## src/rtl/param_readback_tx_if.sv

```systemverilog
// param_readback_tx_if: readback request/parameter/serial bundle (master drives req+params, slave drives tx/busy/done)
interface param_readback_tx_if;
  logic req;
  logic [23:0] per;
  logic [15:0] p1wid;
  logic [15:0] del;
  logic [15:0] p2wid;
  logic cp;
  logic bl;
  logic tx;
  logic busy;
  logic done;
  modport master (output req, per, p1wid, del, p2wid, cp, bl, input tx, busy, done);
  modport slave (input req, per, p1wid, del, p2wid, cp, bl, output tx, busy, done);
endinterface

```

## src/rtl/param_readback_tx.sv

```systemverilog
// param_readback_tx: UART 8N1 readback of pulse parameters; clk, async reset, bus.slave (req/params in, tx/busy/done out); READBACK_CHECKSUM_EN appends an XOR byte
module param_readback_tx #(
  parameter int CLKS_PER_BIT = 104,
  parameter logic [7:0] HEADER = 8'hA5
) (
  input logic clk,
  input logic reset,
  param_readback_tx_if.slave bus
);
`ifdef READBACK_CHECKSUM_EN
  localparam int NB = 12;
`else
  localparam int NB = 11;
`endif
  localparam logic [3:0] LAST = 4'(NB - 1);
  typedef enum logic [2:0] {IDLE, START, DATA, STOP, NEXT} state_t;
  state_t state;
  logic [8*NB-1:0] pkt;
  logic [8*NB-1:0] snap;
  logic [87:0] base;
  logic [15:0] cnt;
  logic [2:0] bit_idx;
  logic [3:0] byte_idx;
  logic [3:0] nxt;
  logic [7:0] shift;
  logic pending;
  logic wrap;
  assign base = {6'b0, bus.bl, bus.cp, bus.p2wid[7:0], bus.p2wid[15:8], bus.del[7:0], bus.del[15:8],
                 bus.p1wid[7:0], bus.p1wid[15:8], bus.per[7:0], bus.per[15:8], bus.per[23:16], HEADER};
`ifdef READBACK_CHECKSUM_EN
  logic [7:0] csum;
  always_comb begin
    csum = '0;
    for (int i = 1; i < 11; i++) csum ^= base[8*i +: 8];
  end
  assign pkt = {csum, base};
`else
  assign pkt = base;
`endif
  assign wrap = cnt == 16'(CLKS_PER_BIT - 1);
  assign nxt = byte_idx + 4'd1;
  // The inter-byte decision is taken on the final stop-bit edge, so NEXT is never occupied.
  always_ff @(posedge clk or posedge reset)
    if (reset) begin
      state <= IDLE;
      bus.tx <= 1'b1;
      bus.busy <= 1'b0;
      bus.done <= 1'b0;
      pending <= 1'b0;
      cnt <= '0;
      bit_idx <= '0;
      byte_idx <= '0;
      shift <= '0;
      snap <= '0;
    end else begin
      bus.done <= 1'b0;
      if (state != IDLE) cnt <= wrap ? 16'd0 : cnt + 16'd1;
      if (state != IDLE && bus.req) pending <= 1'b1;
      case (state)
        IDLE: if (bus.req || pending) begin
          snap <= pkt;
          shift <= pkt[7:0];
          byte_idx <= '0;
          bus.tx <= 1'b0;
          bus.busy <= 1'b1;
          pending <= 1'b0;
          state <= START;
        end
        START: if (wrap) begin
          bus.tx <= shift[0];
          shift <= shift >> 1;
          bit_idx <= '0;
          state <= DATA;
        end
        DATA: if (wrap) begin
          if (bit_idx == 3'd7) begin
            bus.tx <= 1'b1;
            state <= STOP;
          end else begin
            bus.tx <= shift[0];
            shift <= shift >> 1;
            bit_idx <= bit_idx + 3'd1;
          end
        end
        STOP: if (wrap) begin
          if (byte_idx < LAST) begin
            byte_idx <= nxt;
            shift <= snap[{nxt, 3'b000} +: 8];
            bus.tx <= 1'b0;
            state <= START;
          end else begin
            // A queued or coincident request keeps busy high; IDLE relaunches on the next edge.
            bus.done <= 1'b1;
            bus.busy <= pending | bus.req;
            state <= IDLE;
          end
        end
        default: state <= IDLE;
      endcase
    end
endmodule

```

## src/flat_wrapper.sv

```systemverilog
// flat-port wrapper written by rule: the top's interface ports become plain ports
module param_readback_tx_flat 
#(
  parameter int CLKS_PER_BIT = 104,
  parameter logic [7:0] HEADER = 8'hA5
)
  (clk, reset, bus_req, bus_per, bus_p1wid, bus_del, bus_p2wid, bus_cp, bus_bl, bus_tx, bus_busy, bus_done);
  param_readback_tx_if bus_i ();
  input logic clk;
  input logic reset;
  input wire logic [$bits(bus_i.req)-1:0] bus_req;
  input wire logic [$bits(bus_i.per)-1:0] bus_per;
  input wire logic [$bits(bus_i.p1wid)-1:0] bus_p1wid;
  input wire logic [$bits(bus_i.del)-1:0] bus_del;
  input wire logic [$bits(bus_i.p2wid)-1:0] bus_p2wid;
  input wire logic [$bits(bus_i.cp)-1:0] bus_cp;
  input wire logic [$bits(bus_i.bl)-1:0] bus_bl;
  output wire logic [$bits(bus_i.tx)-1:0] bus_tx;
  output wire logic [$bits(bus_i.busy)-1:0] bus_busy;
  output wire logic [$bits(bus_i.done)-1:0] bus_done;
  assign bus_i.req = bus_req;
  assign bus_i.per = bus_per;
  assign bus_i.p1wid = bus_p1wid;
  assign bus_i.del = bus_del;
  assign bus_i.p2wid = bus_p2wid;
  assign bus_i.cp = bus_cp;
  assign bus_i.bl = bus_bl;
  assign bus_tx = bus_i.tx;
  assign bus_busy = bus_i.busy;
  assign bus_done = bus_i.done;
  param_readback_tx #(.CLKS_PER_BIT(CLKS_PER_BIT), .HEADER(HEADER)) u_core (.clk(clk), .reset(reset), .bus(bus_i));
endmodule
```

## config.mk

```make
export PLATFORM = sky130hd
export DESIGN_NAME = param_readback_tx_flat
export DESIGN_NICKNAME = d
export VERILOG_FILES = /design/src/rtl/param_readback_tx_if.sv /design/src/rtl/param_readback_tx.sv /design/src/flat_wrapper.sv
export SDC_FILE = /design/constraint.sdc
export NUM_CORES = 1
export LEC_CHECK = 0
export BUFFER_PORTS_ARGS = -buffer_cell sky130_fd_sc_hd__buf_2
export CORE_MARGIN = 2
export CORE_UTILIZATION = 30
export DETAILED_ROUTE_END_ITERATION = 8
export MAX_ROUTING_LAYER = met4
export PLACE_DENSITY = 0.45
export SLEW_MARGIN = 20
export SYNTH_ARGS = -nofsm -noshare
export SYNTH_HDL_FRONTEND = slang
export SYNTH_SLANG_ARGS = --single-unit
```

## constraint.sdc

```tcl
create_clock -name clk -period 2.9 [get_ports clk]
set_input_delay 0 -clock clk [delete_from_list [all_inputs] [get_ports clk]]
set_output_delay 0 -clock clk [all_outputs]
set_load 0.03 [all_outputs]
```

==> flow_summary.toml, run 1 <==
[clock_network]
numCtsBuffers = 9
cts_root_buf = "clkbuf_16"
clk_latency_ns = 0.35
cts_tree = "yes"
htree_levels = 3
clockBufferDepth = 2
clkSinkCount = 112
clk_pin_slew_ns = 0.07

[logic_synthesis]
synth_compound_area_frac = 0.07572
syn_area_mm2 = 0.005420
ys_ff_latch = 112
avgSynthCellArea_um2 = 13.32
synth_ff_type = "dfrtp_1"
synthCells = 407
synthXorXnorAreaFrac = 0.02724
synth-async-reset-ratio = 1.000
postSynthNetCount = 492
seq_area_frac_synth = 0.5173
synth_top_family_by_area = "multiplexers"
synthAdderAreaFrac = 0.01847
synth_warnings = 0
synth-simple-area-share = 0.07872
yosysUniqueCellTypes = 57
synth.area.mux_share = 0.2493
synth_edf_count = 0

[worst_setup_path]
critPathCaptureType = "register"
arrival_ns = 2.63
critical_path.max_fanout = 8
required_ns = 3.14
worstSetupStartpointType = "register"
critPathKind = "reg2reg"

[timing]
period_share = 0.8249
setup_tns_ns = 0
post-route-min-period_ns = 2.392
clock_skew_ns = 0.007589
final-hold-violation-count = 0
grt_setup_unrepaired = "false"
finalSetupViolCount = 0
max_slew.worst_pin.slew_ns = 0.9862
relSlewSlack = 0.3425
drv_slew = 0
max_freq_mhz = 418.0

[pwr]
p_per_area_mw_per_mm2 = 424.1
ir_drop_mv = 0.2713
p_switching_uw = 630.2
swShare = 0.2090
leakage_uw = 0.003478
seq_power_share = 0.518
combPwrFrac = 0.058
intPower_uw = 2385
clkPwrFrac = 0.424

[global_route]
first_global_vias = 4040
grt_util_all_layers = 0.1391
grt_max_degree = 76
grt_pass1_wl_mm = 20.78
overflow = 0
antenna_found_initial = 0

[die]
ios = 80
die_width_um = 138.4
coreArea_mm2 = 0.01784
rows = 49
initial_core_util = 0.3038
die_h_um = 138.4
dieArea_mm2 = 0.01916

[drt]
drc = 0
ant_nets = 0
drt-initial-drc-count = 98
drt_pass1_iterations = 4
avgRoutedWirePerCell_um = 15.30
dr_total_vias = 3734
via_per_inst = 4.703
wl_mm = 12.15

[layout]
n_antenna_cell = 0
post-route-util = 0.3986
final_cell_mix = "dfrtp_1 (111), mux2_2 (81), buf_2 (79), dlygate4sd3_1 (76), nand2_1 (20)"
layout_commonest_cell = "dfrtp_1"
drive_above_1_share = 0.3522
nFillCells = 1676
final_nets = 646
stdcell_area_mm2 = 0.007111
area_delta_synth_final_pct = 31.19

[outcome]
run_status = "completed"

[run]
max-cap-violations = 0

[placement]
dpl-instance-area_mm2 = 0.006043
dp_hpwl_mm = 8.394
io_buffer_count = 79
gp_congestion = 0.8405

[worst_hold_path]
hold_path.class = "in2async"
[layout make-up]
class | instances | area [um2] | area share
repair buffers | 164 | 1236 | 0.1739
flip-flops and latches | 112 | 2804 | 0.3943
inverters | 7 | 30.03 | 0.004223
clock inverters | 4 | 53.80 | 0.007566
multi-input cells | 267 | 2447 | 0.3442
well taps | 229 | 286.5 | 0.04030
clock buffers | 11 | 252.7 | 0.03554
[path summary, 6_finish.rpt]
check,startpoint,endpoint,slack [ns],cells after the start
hold reg to reg,u_core.cnt[15],u_core.cnt[15],0.48,1
max in group asynchronous,reset,u_core.bus.tx,1.83,4
setup reg to reg,u_core.byte_idx[1],u_core.shift[2],0.51,7
min in group clk,bus_per[6],u_core.snap[30],0.40,3
setup / recovery,u_core.byte_idx[1],u_core.shift[2],0.51,7
hold / removal,reset,u_core.pending,0.30,3
[kinds of logic after synthesis]
group	Yosys count
xor+xnor	16
buf+inv	28
compound gates	57
simple gates	78
flops	112
mux	108
fa+ha+maj	8
[routing by layer]
layer / track usage / part of all wire / vias up
li1: - / - / 1815
met1: 0.1721 / 0.45 / 1839
met2: 0.2282 / 0.51 / 69
met3: 0.02632 / 0.030 / 11
met4: 0.05102 / 0.017 / 0
met5: - / 0 / -
[timing repair]
| action | 4_1_cts | 5_1_grt |
|---|---|---|
| buffers inserted | 0 | 0 |
| hold endpoints to repair | 102 | 0 |
| gates resized for setup | 0 | 0 |
| hold buffers | 76 | 0 |
[metrics by stage]
| stage | cells | hold slack, ns | power, uW | setup WS, ns |
|---|---|---|---|---|
| floorplan | 407 | 0.1506 | 1622 | 0.7136 |
| global placement | 703 | 0.1434 | 1693 | 0.5370 |
| detailed placement | 703 | 0.1580 | 1693 | 0.4893 |
| CTS | 794 | 0.3292 | 3076 | 0.4528 |
| global route | 794 | 0.3769 | 3159 | 0.3487 |
| finish | 794 | 0.2971 | 3015 | 0.5078 |
[power groups by stage]
stage	combinational, uW	sequential (uW)	clock (uW)
5_1_grt	195	1560	1400
3_3_place_gp	99.5	1590	0
2_1_floorplan	26.3	1600	0
4_1_cts	179	1560	1330
3_5_place_dp	99.5	1590	0
6_report	174	1560	1280
[registers in the layout, indices dropped and copies added (netlist names), 2 cells and up]
signal	cells
u_core.bit_idx	3
u_core.shift	8
u_core.cnt	16
u_core.snap	75
u_core.byte_idx	4
u_core.state	2
[cell usage after synthesis (all sizes together), types with 7 or more instances]
cell    instances  area (um2)
dfrtp         111        2778
o21ai          12       60.06
nor2           12       45.04
clkbuf          7       46.30
ha              8       100.1
nand2          20       75.07
buf            14       107.6
mux2i          15       150.1
mux2           81       912.1
mux4           12       289.0
xnor2          10       87.58
inv             7       26.28
[critical path: stages (launching register included)]
cell	delay [ns]
dfrtp_1	0.40
ha_1	0.29
xor2_2	0.18
buf_4	0.22
mux4_1	0.59
mux2i_1	0.19
o221ai_1	0.14
mux2_2	0.28
Note: power is estimated with default switching activity, not from simulation.
==> inputs of run 2 (changes only) <==
--- a/config.mk
+++ b/config.mk
@@ -5,12 +5,13 @@
 export SDC_FILE = /design/constraint.sdc
 export NUM_CORES = 1
 export LEC_CHECK = 0
+export ABC_AREA = 1
 export BUFFER_PORTS_ARGS = -buffer_cell sky130_fd_sc_hd__buf_2
 export CORE_MARGIN = 2
 export CORE_UTILIZATION = 30
 export DETAILED_ROUTE_END_ITERATION = 8
 export MAX_ROUTING_LAYER = met4
-export PLACE_DENSITY = 0.45
+export PLACE_DENSITY = 0.43
 export SLEW_MARGIN = 20
 export SYNTH_ARGS = -nofsm -noshare
 export SYNTH_HDL_FRONTEND = slang
==> constraint.sdc (replaced) <==
create_clock -name clk -period 2.5 [get_ports clk]
set_input_delay 0 -clock clk [delete_from_list [all_inputs] [get_ports clk]]
set_output_delay 0 -clock clk [all_outputs]
set_load 0.03 [all_outputs]
==> run 2 against run 1 <==
Worst setup slack worse by 0.19 ns. Sequential power up 97%. Register-to-register slack lost 0.19 ns. Critical path type unchanged. Largest cell class unchanged. Highest routed layer unchanged.
==> flow_summary.toml, run 2 <==
[outcome]
run_status = "completed"

[worst_setup_path]
critical_path.max_fanout = 9
r2r-end = "u_core.cnt[6]"
r2r_cells = 7
required_ns = 2.74
critPathKind = "reg2reg"
r2r_slack_ns = 0.32
critPathCaptureType = "register"
cpMaxStageDelayCell = "dfrtp_1"
cp_cell_sequence = "inv_1 -> ha_1 -> clkinv_1 -> nand4_1 -> nor3_1 -> or2_2 -> and3_1"
worstSetupStartpointType = "register"
max_stage_delay_ns = 0.43
arrival_ns = 2.42
rr_startpoint = "u_core.state[0]"

[timing]
setup_tns_ns = 0
max_freq_mhz = 459.3
finalWorstSetupSlack_ns = 0.3228
final-hold-violation-count = 0
clock_skew_ns = 0.01010
period_share = 0.8709
post-route-min-period_ns = 2.177
max_slew.worst_pin.slew_ns = 0.7497
finalSetupViolCount = 0
relSlewSlack = 0.4992
grt_setup_unrepaired = "false"
drv_slew = 0

[die]
dieArea_mm2 = 0.02004
die_h_um = 141.5
coreArea_mm2 = 0.01864
rows = 50
initial_core_util = 0.3044
die_width_um = 141.5
ios = 80

[clock_network]
clk_latency_ns = 0.36
clk_pin_slew_ns = 0.07
cts_root_buf = "clkbuf_16"
numCtsBuffers = 9
htree_levels = 3
cts-resized-gates = 0
clockBufferDepth = 2
cts_tree = "yes"
clkSinkCount = 112

[layout]
layout_commonest_cell = "nand2_1"
drive_above_1_share = 0.2357
n_antenna_cell = 0
area_delta_synth_final_pct = 31.06
nFillCells = 1901
final_cell_mix = "nand2_1 (169), dfrtp_1 (111), buf_2 (79), dlygate4sd3_1 (76), mux2_2 (60)"
reg_top3 = "u_core.snap (75), u_core.cnt (16), u_core.shift (8)"
largest_reg_flops = 75
top_register = "u_core.snap"
final_nets = 882

[drt]
drt_pass1_iterations = 4
via_per_inst = 4.652
ant_nets = 0
dr_total_vias = 4819
avgRoutedWirePerCell_um = 14.20
wl_mm = 14.72
drt-initial-drc-count = 247
drc = 0

[global_route]
overflow = 0
grt_pass1_wl_mm = 24.79
grt_max_degree = 90
antenna_found_initial = 0
grt_util_all_layers = 0.1600
first_global_vias = 5092

[placement]
io_buffer_count = 79
gp_congestion = 0.8330
dp_hpwl_mm = 10.35
pre_cts_ws_ns = 0.3608

[pwr]
leakage_uw = 0.003644
p_per_area_mw_per_mm2 = 1180
p_switching_uw = 3608
clkPwrFrac = 0.164
ir_drop_mv = 0.5761
combPwrFrac = 0.486
intPower_uw = 5166
seq_power_share = 0.350
swShare = 0.4112

[logic_synthesis]
seq_area_frac_synth = 0.4940
synth_ff_type = "dfrtp_1"
synthCells = 641
ys_ff_latch = 112
synthXorXnorAreaFrac = 0.01389
postSynthNetCount = 726
yosys-top-cells-count = "nand2_1 (170), dfrtp_1 (111), mux2_2 (60)"
synthAdderAreaFrac = 0.01764
yosys.area.top_type_share = 0.4894
ys_top_cells_by_area = "dfrtp_1 (49%), mux2_2 (12%), nand2_1 (11%)"
synth_compound_area_frac = 0.06636
avgSynthCellArea_um2 = 8.854
synth_top_family_by_area = "simple AND/OR/NAND/NOR gates"
synth-async-reset-ratio = 1.000
yosys.area.top_type = "dfrtp_1"
synth_warnings = 0
synth.area.mux_share = 0.1208
synth-simple-area-share = 0.2273
yosysUniqueCellTypes = 36
synth_edf_count = 0
post-synth-top-count-cell = "nand2_1"
syn_area_mm2 = 0.005675

[run]
max-cap-violations = 0

[worst_hold_path]
hold_path.class = "in2async"
==> run 2: cell count changes in the layout (fill, tap and decap cells not counted), sizes merged, moves of 18 or more <==
cell	change
nor2	+48
a21oi	+18
mux2	-21
o21ai	+26
nand3	+32
nand2	+155
inv	+52
==> run 2: stage by stage <==
step	instance area [um2]	util	hold WS (ns)	power (uW)	instances
final	7438	0.3990	0.3255	8774	1036
after global routing	7438	0.3990	0.3839	9574	1036
after CTS	7438	0.3990	0.3454	8903	1036
after detailed placement	6386	0.3426	0.1770	7335	944
after global placement	6386	0.3426	0.1697	7266	944
after floorplan	5679	-	0.1455	6133	641
==> run 2: logic make-up (layout without fill, tap and decap cells) <==
kind of cell	after synthesis	after routing
and+or+nand+nor	297	297
DFF	112	112
buffers and inverters	83	244
AOI/OAI and AO/OA	71	71
muxes	61	61
xor gates and xnor gates	9	9
adders and majority gates	8	8
==> run 2: final cells by class <==
class | instances | area [um2] | area share
Sequential cell | 112 | 2804 | 0.3770
Multi-Input combinational cell | 446 | 2539 | 0.3413
Timing Repair Buffer | 169 | 1286 | 0.1729
Tap cell | 234 | 292.8 | 0.03936
Clock buffer | 12 | 256.5 | 0.03448
Inverter | 59 | 225.2 | 0.03028
Clock inverter | 4 | 35.03 | 0.004710
==> run 2: power by group through the flow <==
stage	logic [uW]	clock network [uW]	registers (uW)
6_report	4260	1440	3070
5_1_grt	4840	1570	3170
4_1_cts	4340	1500	3070
3_5_place_dp	4230	0	3110
3_3_place_gp	4180	0	3080
2_1_floorplan	3160	0	2980
==> run 2: worst max-delay path by stage <==
| stage | to | from | cells past startpoint |
|---|---|---|---|
| floorplan | u_core.shift[3] | u_core.byte_idx[1] | 11 |
| global placement | u_core.cnt[6] | u_core.state[0] | 7 |
| detailed placement | u_core.cnt[6] | u_core.state[0] | 7 |
| CTS | u_core.cnt[6] | u_core.state[0] | 7 |
| global route | u_core.cnt[6] | u_core.state[0] | 7 |
| finish | u_core.cnt[6] | u_core.state[0] | 7 |
==> run 2: worst max-delay path, delay by kind of cell (launching register included) <==
kind          cells  cell delay, ns
buf+inv           2            0.49
flops             1            0.43
fa+ha+maj         1            0.43
simple gates      4            0.72
==> run 2: metal layers <==
| layer | vias up | share of wire | track usage | wire, um |
|---|---|---|---|---|
| met5 | - | 0 | - | 0 |
| met4 | 0 | 0.018 | 0.04789 | 260 |
| met3 | 21 | 0.026 | 0.02835 | 386 |
| met2 | 78 | 0.51 | 0.2724 | 7466 |
| met1 | 2333 | 0.45 | 0.1951 | 6602 |
| li1 | 2387 | - | - | - |
==> run 2: what timing repair did <==
| action | in CTS | in global routing |
|---|---|---|
| endpoints found under the hold margin | 102 | 0 |
| hold buffers | 76 | 0 |
| buffers inserted | 0 | 0 |
